File: src/rtl/spi_master_apb.sv
// APB SPI master: a register-mode shifter (1-32 bit characters) plus an
// execute-in-place window that turns APB reads into SPI READ (0x03) transactions.
module spi_master_apb #(
  parameter logic [31:0] flash_addr_start = 32'h3000_0000,
  parameter logic [31:0] flash_addr_end   = 32'h3fff_ffff,
  parameter int unsigned spi_cs_num       = 2,
  parameter int unsigned xip_cs           = 0,
  parameter int unsigned div_width        = 16
) (
  input  logic                  clk,
  input  logic                  resetn,
  input  logic [31:0]           in_paddr,
  input  logic                  in_psel,
  input  logic                  in_penable,
  input  logic                  in_pwrite,
  input  logic [2:0]            in_pprot,
  input  logic [31:0]           in_pwdata,
  input  logic [3:0]            in_pstrb,
  output logic                  in_pready,
  output logic [31:0]           in_prdata,
  output logic                  in_pslverr,
  output logic                  spi_clk,
  output logic [spi_cs_num-1:0] spi_cs,
  output logic                  spi_mosi,
  input  logic                  spi_miso,
  output logic                  spi_irq_out
);

  typedef enum logic [1:0] {StIdle, StReg, StXip, StXdone} state_e;

  localparam logic [spi_cs_num-1:0] xip_sel = spi_cs_num'(1) << xip_cs;

  state_e                state_q, state_d;
  logic [31:0]           tx_q, rx_q, xip_sr_q;
  logic [5:0]            char_len_q;
  logic                  lsb_first_q, ass_q, ie_q, irq_q, sck_q;
  logic [div_width-1:0]  div_q, div_cnt_q;
  logic [spi_cs_num-1:0] ss_q;
  logic [6:0]            bit_cnt_q;

  logic        acc, is_xip, reg_acc, wr, wr_ok, busy, go, xip_start;
  logic        active, tick, rise, fall, reg_done, xip_done;
  logic [2:0]  reg_off;
  logic [31:0] wmask, rdata;
  logic [5:0]  len6, msb_idx;
  logic [6:0]  len7;
  logic [4:0]  idx;
  logic        unused_sig;

  assign acc       = in_psel & in_penable;
  assign is_xip    = (in_paddr >= flash_addr_start) && (in_paddr <= flash_addr_end);
  assign reg_acc   = acc & ~is_xip;
  assign reg_off   = in_paddr[4:2];
  assign busy      = (state_q != StIdle);
  assign wr        = reg_acc & in_pwrite;
  assign wr_ok     = wr & ~busy;
  assign go        = wr_ok & (reg_off == 3'd1) & in_pstrb[1] & in_pwdata[8];
  assign xip_start = (state_q == StIdle) & acc & is_xip & ~in_pwrite;
  assign wmask     = {{8{in_pstrb[3]}}, {8{in_pstrb[2]}}, {8{in_pstrb[1]}}, {8{in_pstrb[0]}}};

  // char_len of 0 encodes a 32-bit character
  assign len6    = (char_len_q == 6'd0) ? 6'd32 : char_len_q;
  assign len7    = {1'b0, len6};
  assign msb_idx = len6 - 6'd1 - bit_cnt_q[5:0];
  assign idx     = lsb_first_q ? bit_cnt_q[4:0] : msb_idx[4:0];

  assign active   = (state_q == StReg) || (state_q == StXip);
  assign tick     = (div_cnt_q == div_q);
  assign rise     = active & tick & ~sck_q;
  assign fall     = active & tick & sck_q;
  assign reg_done = (state_q == StReg) & fall & (bit_cnt_q == len7 - 7'd1);
  assign xip_done = (state_q == StXip) & fall & (bit_cnt_q == 7'd63);

  assign unused_sig = ^{in_pprot, msb_idx[5]};

  // Next-state logic for the transfer sequencer
  always_comb begin
    state_d = state_q;
    case (state_q)
      StIdle: begin
        if (go)             state_d = StReg;
        else if (xip_start) state_d = StXip;
      end
      StReg:   if (reg_done) state_d = StIdle;
      StXip:   if (xip_done) state_d = StXdone;
      StXdone: state_d = StIdle;
      default: state_d = StIdle;
    endcase
  end

  // State register
  always_ff @(posedge clk or negedge resetn) begin
    if (!resetn) state_q <= StIdle;
    else         state_q <= state_d;
  end

  // SCK generator, bit counter and receive/XIP shift registers
  always_ff @(posedge clk or negedge resetn) begin
    if (!resetn) begin
      sck_q     <= 1'b0;
      div_cnt_q <= '0;
      bit_cnt_q <= '0;
      rx_q      <= '0;
      xip_sr_q  <= '0;
    end else begin
      if (go || xip_start) begin
        sck_q     <= 1'b0;
        div_cnt_q <= '0;
        bit_cnt_q <= '0;
      end else if (active) begin
        if (tick) begin
          div_cnt_q <= '0;
          sck_q     <= ~sck_q;
          if (sck_q) bit_cnt_q <= bit_cnt_q + 7'd1;
        end else begin
          div_cnt_q <= div_cnt_q + div_width'(1);
        end
      end
      if (go)                              rx_q      <= '0;
      else if ((state_q == StReg) && rise) rx_q[idx] <= spi_miso;
      // Command/address shifts out of the top; the data word then shifts in behind it
      if (xip_start) begin
        xip_sr_q <= {8'h03, in_paddr[23:0]};
      end else if (state_q == StXip) begin
        if (fall && (bit_cnt_q < 7'd32))       xip_sr_q <= {xip_sr_q[30:0], 1'b0};
        else if (rise && (bit_cnt_q >= 7'd32)) xip_sr_q <= {xip_sr_q[30:0], spi_miso};
      end
    end
  end

  // Software-visible registers
  always_ff @(posedge clk or negedge resetn) begin
    if (!resetn) begin
      tx_q        <= '0;
      char_len_q  <= '0;
      lsb_first_q <= 1'b0;
      ass_q       <= 1'b0;
      ie_q        <= 1'b0;
      div_q       <= '0;
      ss_q        <= '0;
      irq_q       <= 1'b0;
    end else begin
      if (wr_ok && (reg_off == 3'd0)) tx_q <= (tx_q & ~wmask) | (in_pwdata & wmask);
      if (wr_ok && (reg_off == 3'd1)) begin
        if (in_pstrb[0]) char_len_q <= in_pwdata[5:0];
        if (in_pstrb[1]) begin
          lsb_first_q <= in_pwdata[9];
          ass_q       <= in_pwdata[10];
          ie_q        <= in_pwdata[11];
        end
      end
      if (wr_ok && (reg_off == 3'd2)) begin
        div_q <= (div_q & ~wmask[div_width-1:0]) | (in_pwdata[div_width-1:0] & wmask[div_width-1:0]);
      end
      if (wr && (reg_off == 3'd3)) begin
        ss_q <= (ss_q & ~wmask[spi_cs_num-1:0]) |
                (in_pwdata[spi_cs_num-1:0] & wmask[spi_cs_num-1:0]);
      end
      // Completion wins over a simultaneous clear
      if (reg_done) irq_q <= 1'b1;
      else if (wr && (reg_off == 3'd4) && in_pstrb[0] && in_pwdata[1]) irq_q <= 1'b0;
    end
  end

  // Register read mux
  always_comb begin
    rdata = '0;
    case (reg_off)
      3'd0:    rdata = rx_q;
      3'd1:    rdata = {20'b0, ie_q, ass_q, lsb_first_q, busy, 2'b0, char_len_q};
      3'd2:    rdata = 32'(div_q);
      3'd3:    rdata = 32'(ss_q);
      3'd4:    rdata = {30'b0, irq_q, busy};
      default: rdata = '0;
    endcase
  end

  // APB response: registers and XIP writes are zero-wait, XIP reads finish in StXdone
  always_comb begin
    in_pready  = 1'b0;
    in_pslverr = 1'b0;
    in_prdata  = '0;
    if (reg_acc) begin
      in_pready  = 1'b1;
      in_pslverr = wr & busy & (reg_off <= 3'd2);
      if (!in_pwrite) in_prdata = rdata;
    end else if (acc && in_pwrite) begin
      in_pready  = 1'b1;
      in_pslverr = 1'b1;
    end else if (acc && (state_q == StXdone)) begin
      in_pready = 1'b1;
      in_prdata = {xip_sr_q[7:0], xip_sr_q[15:8], xip_sr_q[23:16], xip_sr_q[31:24]};
    end
  end

  // SPI pad outputs
  always_comb begin
    spi_clk     = sck_q;
    spi_irq_out = irq_q & ie_q;
    spi_mosi    = 1'b0;
    spi_cs      = ~ss_q;
    case (state_q)
      StReg:   spi_mosi = tx_q[idx];
      StXip: begin
        spi_mosi = (bit_cnt_q < 7'd32) & xip_sr_q[31];
        spi_cs   = ~xip_sel;
      end
      StXdone: spi_cs = '1;
      default: if (ass_q) spi_cs = '1;
    endcase
  end

endmodule

File: config.mk
export PLATFORM = sky130hd
export DESIGN_NAME = spi_master_apb
export DESIGN_NICKNAME = d
export VERILOG_FILES = /design/src/rtl/spi_master_apb.sv
export SDC_FILE = /design/constraint.sdc
export NUM_CORES = 1
export LEC_CHECK = 0
export CORE_MARGIN = 2
export CORE_UTILIZATION = 55
export CTS_CLUSTER_DIAMETER = 80
export DETAILED_ROUTE_END_ITERATION = 7
export PLACE_DENSITY = 0.9
export SYNTH_ARGS = -nofsm -noshare
export SYNTH_HDL_FRONTEND = slang
export SYNTH_SLANG_ARGS = --single-unit
export TNS_END_PERCENT = 50
File: constraint.sdc
create_clock -name clk -period 8.7 [get_ports clk]
set_input_delay 1.74 -clock clk [delete_from_list [all_inputs] [get_ports clk]]
set_output_delay 1.74 -clock clk [all_outputs]
set_load 0.02 [all_outputs]
==> out/metrics.csv, run 1 <==
metric;value;unit
Avg Inst Size Synth;9.65;um^2
Pre-antenna DRT Iters;6;
Resize count post-CTS;0;
clk sink count;150;
Distinct cells, synth;54;
Diodes inserted;0;
top post-synthesis cells by area;dfrtp_1 (44%), mux2i_1 (11%), mux2_2 (7.9%);
wire per inst;20.2;um
post-synth top area share;43.9;%
Post-synth EDFFs;0;
Mapped Cells;886;
first-pass GRT wire length;37.7;mm
max_slew headroom;19.7;%
number of max-cap violations;0;
WP data arrival;4670;ps
syn_nets;977;
endpoints failing setup;0;
Post-synth ARST share;100;%
critical-path cell list;nor4_1 -> nand2_1 -> nand2_1 -> fa_1 -> nor2_1 -> a21o_1 -> nand2_1 -> nand3_1 -> nand2_1 -> a2111o_1 -> o21ai_0 -> clkdlybuf4s50_1;
number of I/O port buffers;108;
count of state elements after synthesis;150;
GPL Wtd Cong;0.938;
final wirelength;23.7;mm
total core area;15200;um^2
ys flop type;dfrtp_1;
Critical Path Slowest Stage Cell;a21o_1;
GRT Resource Usage Total;29.5;%
via count;7409;
setup TNS;0;ps
outcome;finished clean;
CP most frequent cell;nand2_1;
worst-margin pin slew;1200;ps
Max Clk Rate;0.156;GHz
top cells by count, synth;dfrtp_1 (150), nand2_1 (108), mux2i_1 (91);
number of global-route vias before repair;7348;
DRC viols;0;
DRT iter0 DRCs;853;
chip height;129;um
P&R area growth vs syn;21.6;%
crit start category;flip-flop;
Placed Cells;1140;
Rows;45;
share of post-route cells with drive strength above 1;11.6;%
TritonCTS clock tree;yes;
area leader, netlist;dfrtp_1;
Mapped Area;8550;um^2
largest net degree at the start of global routing;78;
DR vias/cell;6.32;
DP HPWL;16.2;mm
H-tree Lvls;4;
Post-CTS Setup Bufs;0;
IO Pins;116;
maximum vdd drop;0.216;mV
Post-Layout Cell Count;1172;
worst path required time;6960;ps
clk root buf;clkbuf_16;
P_leak;0.00424;uW
CP Class;flip-flop to primary output;
register area share after synthesis;43.9;%
hold crit path type;flip-flop to flip-flop;
critical path peak fanout;19;
CP endpoint kind;primary output;
RSZ-0062 raised after global routing;false;
synthesis warning total;0;
initial antenna violation count;0;
final-stage net count;1062;
Die X;129;um
clock buffer depth;2;
CP max stage delay;680;ps
Worst Clk Skew;8.75;ps
Worst-path clk slew;60;ps
hold buffer count at CTS;0;
most frequent cell after synthesis;dfrtp_1;
die area;16600;um^2
post-route ant nets;0;
grt ovf;0;
crit path time final;6410;ps
CTS buffer count;17;
Starting Density;56.2;%
Fin. Hold Viols;0;
Final period util;73.7;%
Clock Latency Late Sink;440;ps
Final Max Tran Viols;0;
PwrDens;256;nW/um^2
-- per-stage QoR --
step	setup slack (ps)	instance area [um^2]	util [%]	total power, uW	hold slack (ps)
final	2290	10400	68.4	2660	507
after detailed placement	2400	9760	64.2	1850	493
after global routing	2030	10400	68.4	2790	519
after CTS	2330	10400	68.4	2640	504
after global placement	2460	9760	64.2	1810	467
after floorplan	3400	8550	-	1550	450
-- final cells by class --
type                            count  area, um^2
Clock buffer                       20         467
Clock inverter                     12         165
Fill cell                        1092        4810
Inverter                           21        78.8
Multi-Input combinational cell    663        4540
Sequential cell                   150        3750
Tap cell                          188         235
Timing Repair Buffer              118        1160
-- power by group --
group	internal (uW)	switching, uW
logic	356	533
registers	830	155
clock network	479	311
total	1660	999
-- critical path: cells and delay by family (launching register included) --
kind                       cells  cell delay (ps)
DFF                            1              510
buffers and inverters          1              680
adders and majority gates      1              430
AOI/OAI and AO/OA              3             1410
and+or+nand+nor                7             1210
-- worst paths after layout --
path	from	to	slack [ps]	cells after the start
min in group asynchronous	resetn	asynchronous set/reset pin	1320	1
setup / recovery	char_len_q[3]	spi_mosi	2290	12
max in group asynchronous	resetn	rx_q[31]	5970	2
hold reg to reg	flip-flop	flip-flop	510	1
setup reg to reg	char_len_q[3]	rx_q[30]	5000	9
hold / removal	flip-flop	flip-flop	510	1
-- per-layer routing --
layer,GRT usage [%],up-vias,routed length (um)
li1,-,3321,-
met1,37.7,3594,9460
met2,47.2,406,11400
met3,7.86,88,1840
met4,14.0,0,938
met5,0,-,0
-- cell usage in the layout, fill, tap and decap left out, types with 4 or more instances in the layout --
master           instances
a22o_1                   8
a21oi_1                 16
and3_1                   5
o41ai_1                  5
inv_1                   21
dfrtp_1                150
nand2_1                108
nor4_1                   8
o21ai_0                 60
xnor2_1                 38
a22oi_1                 16
nor2_1                  82
nand4_1                 15
nand3_1                 20
or3_1                    6
nor3b_1                  9
clkbuf_16               17
clkdlybuf4s50_1        107
a31oi_1                  4
ha_1                    13
mux2i_1                 91
buf_4                   10
nor3_1                  35
o311ai_0                 5
or2_2                    4
mux2_2                  60
nor2b_1                  6
-- cell families (layout without fill, tap and decap cells) --
logic type      after synthesis  count (layout)  share of synthesized area (%)
compound gates              134             134                           9.87
fa+ha+maj                    14              14                           2.14
flops                       150             150                           43.9
xor+xnor                     42              42                           4.39
buf+inv                      73             171                           3.26
simple gates                322             322                           17.9
mux                         151             151                           18.6
(Power assumes the default switching activity.)
==> run 2, diff against run 1 <==
--- a/config.mk
+++ b/config.mk
@@ -6,10 +6,10 @@
 export NUM_CORES = 1
 export LEC_CHECK = 0
 export CORE_MARGIN = 2
-export CORE_UTILIZATION = 55
+export CORE_UTILIZATION = 50
 export CTS_CLUSTER_DIAMETER = 80
 export DETAILED_ROUTE_END_ITERATION = 7
-export PLACE_DENSITY = 0.9
+export PLACE_DENSITY = 0.87
 export SYNTH_ARGS = -nofsm -noshare
 export SYNTH_HDL_FRONTEND = slang
 export SYNTH_SLANG_ARGS = --single-unit
==> constraint.sdc (replaced) <==
create_clock -name clk -period 5.4 [get_ports clk]
set_input_delay 1.08 -clock clk [delete_from_list [all_inputs] [get_ports clk]]
set_output_delay 1.08 -clock clk [all_outputs]
set_load 0.02 [all_outputs]
==> out/metrics.csv, run 2 (synthesis gave the netlist of run 1 again) <==
metric;value;unit;change
clock buffer depth;2;;unchanged
P&R area growth vs syn;22.6;%;was 21.6%
Fin. Hold Viols;0;;unchanged
number of max-cap violations;0;;unchanged
Final period util;94.5;%;
Place WS;361;ps;was 2400 ps
Final Max Tran Viols;0;;unchanged
Final Cell Area;10500;um^2;was 10400 um^2
Diodes inserted;0;;unchanged
flop-to-flop setup slack;1850;ps;was 5000 ps
worst path required time;4320;ps;was 6960 ps
P_leak;0.00429;uW;was 0.00424 uW
grt ovf;0;;unchanged
CP endpoint kind;primary output;;unchanged
Die X;135;um;was 129 um
Rows;47;;was 45
CP Launch Point;char_len_q[0];;was char_len_q[3]
Pre-antenna DRT Iters;8;;was 6
wire per inst;19.9;um;was 20.2 um
RR Startpoint;char_len_q[0];;was char_len_q[3]
TritonCTS clock tree;yes;;unchanged
CP Class;flip-flop to primary output;;unchanged
critical path peak fanout;5;;was 19
commonest non-fill, non-tap cells in the layout;dfrtp_1 (150), nand2_1 (108), clkdlybuf4s50_1 (106), mux2i_1 (91), nor2_1 (82);;was dfrtp_1 (150), nand2_1 (108), clkdlybuf4s50_1 (107), mux2i_1 (91), nor2_1 (82)
final worst setup slack;297;ps;was 2290 ps
endpoints failing setup;0;;unchanged
DRC viols;0;;unchanged
Starting Density;51.4;%;was 56.2%
clk root buf;clkbuf_16;;unchanged
Max Clk Rate;0.196;GHz;
number of global-route vias before repair;7452;;was 7348
RSZ-0062 raised after global routing;false;;unchanged
number of I/O port buffers;108;;unchanged
clk sink count;150;;unchanged
IO Pins;116;;unchanged
share of post-route cells with drive strength above 1;12.5;%;was 11.6%
post-route ant nets;0;;unchanged
initial antenna violation count;0;;unchanged
chip height;135;um;was 129 um
Worst-path clk slew;60;ps;about the same
Worst Clk Skew;8.58;ps;was 8.75 ps
most common cell after layout, fill and taps aside;dfrtp_1;;unchanged
Fillers;1276;;was 1092
final-stage net count;1074;;was 1062
DR vias/cell;6.10;;was 6.32
hold crit path type;flip-flop to flip-flop;;unchanged
hold buffer count at CTS;0;;unchanged
final wirelength;24.1;mm;was 23.7 mm
via count;7413;;was 7409
CTS buffer count;17;;unchanged
outcome;finished clean;;unchanged
crit start category;flip-flop;;unchanged
Clock Latency Late Sink;430;ps;was 440 ps
setup TNS;0;ps;unchanged
crit path time final;5100;ps;
H-tree Lvls;4;;unchanged
GRT Resource Usage Total;27.5;%;was 29.5%
maximum vdd drop;0.292;mV;was 0.216 mV
DRT iter0 DRCs;817;;was 853
die area;18200;um^2;was 16600 um^2
max_slew headroom;26.3;%;was 19.7%
cell area after placement;9890;um^2;was 9760 um^2
GPL Wtd Cong;0.927;;was 0.938
worst-margin pin slew;1080;ps;was 1200 ps
WP data arrival;4020;ps;was 4670 ps
PwrDens;403;nW/um^2;was 256 nW/um^2
total core area;16600;um^2;was 15200 um^2
largest net degree at the start of global routing;113;;was 78
DP HPWL;16.9;mm;was 16.2 mm
first-pass GRT wire length;38.6;mm;was 37.7 mm
Post-CTS Setup Bufs;0;;unchanged
## run 2: changes by cell type in the layout (fill, tap and decap cells not counted), sizes merged
| cell | delta |
|---|---|
| buf | +12 |
| inv | -4 |
| clkbuf | +3 |
| clkinv | +3 |
| clkinvlp | -2 |
| bufinv | -1 |
| clkdlybuf4s50 | -1 |
| dlygate4sd2 | +1 |
## run 2: power by group
group	switching [uW]	internal (uW)
Sequential	241	1340
Clock	465	725
Combinational	876	586
## run 2: timing repair
action / CTS / global route
endpoints found under the setup margin: 1 / 1
gates cloned: 0 / 0
resized for setup: 2 / 2
hold endpoints to repair: 0 / 0
## run 2: worst paths after layout
path	endpoint	depth (start not counted)
min in group asynchronous	char_len_q[2]	1
setup / recovery	spi_mosi	13
hold reg to reg	flip-flop	1
max in group asynchronous	xip_sr_q[30]	2
setup reg to reg	rx_q[29]	11
hold / removal	flip-flop	1
## run 2: per-layer routing
metal  GRT usage [%]  wire, um
met5               0         0
met3            5.67      1780
met2            43.2     11500
met1            35.3      9590
met4            16.2      1300
## run 2: area by class of cell
class / instances / area (um^2) / share of cell area, %
inverter: 21 / 78.8 / 0.752
tap: 220 / 275 / 2.63
clock buffer: 23 / 488 / 4.66
multi-input combinational: 663 / 4540 / 43.3
sequential: 150 / 3750 / 35.8
timing repair buffer: 130 / 1250 / 11.9
clock inverter: 8 / 97.6 / 0.931
## run 2: per-stage QoR
step,utilization [%],hold slack (ps),std cells,power [uW]
floorplan,-,450,886,2490
global placement,59.4,470,1184,2940
detailed placement,59.4,492,1184,3000
CTS,63.0,504,1215,4200
global route,63.0,525,1215,4420
finish,63.0,505,1215,4230
## run 2: worst max-delay path, stage by stage (launching register included)
cell           delay, ps
dfrtp_1              450
inv_1                 90
ha_1                 250
nand2_1               80
nand2_1               90
fa_1                 470
nor2b_1              230
o22ai_1              210
mux2_2               350
o21ai_2              310
a21oi_1              100
a2111o_1             410
o21ai_1              200
dlygate4sd2_1        360
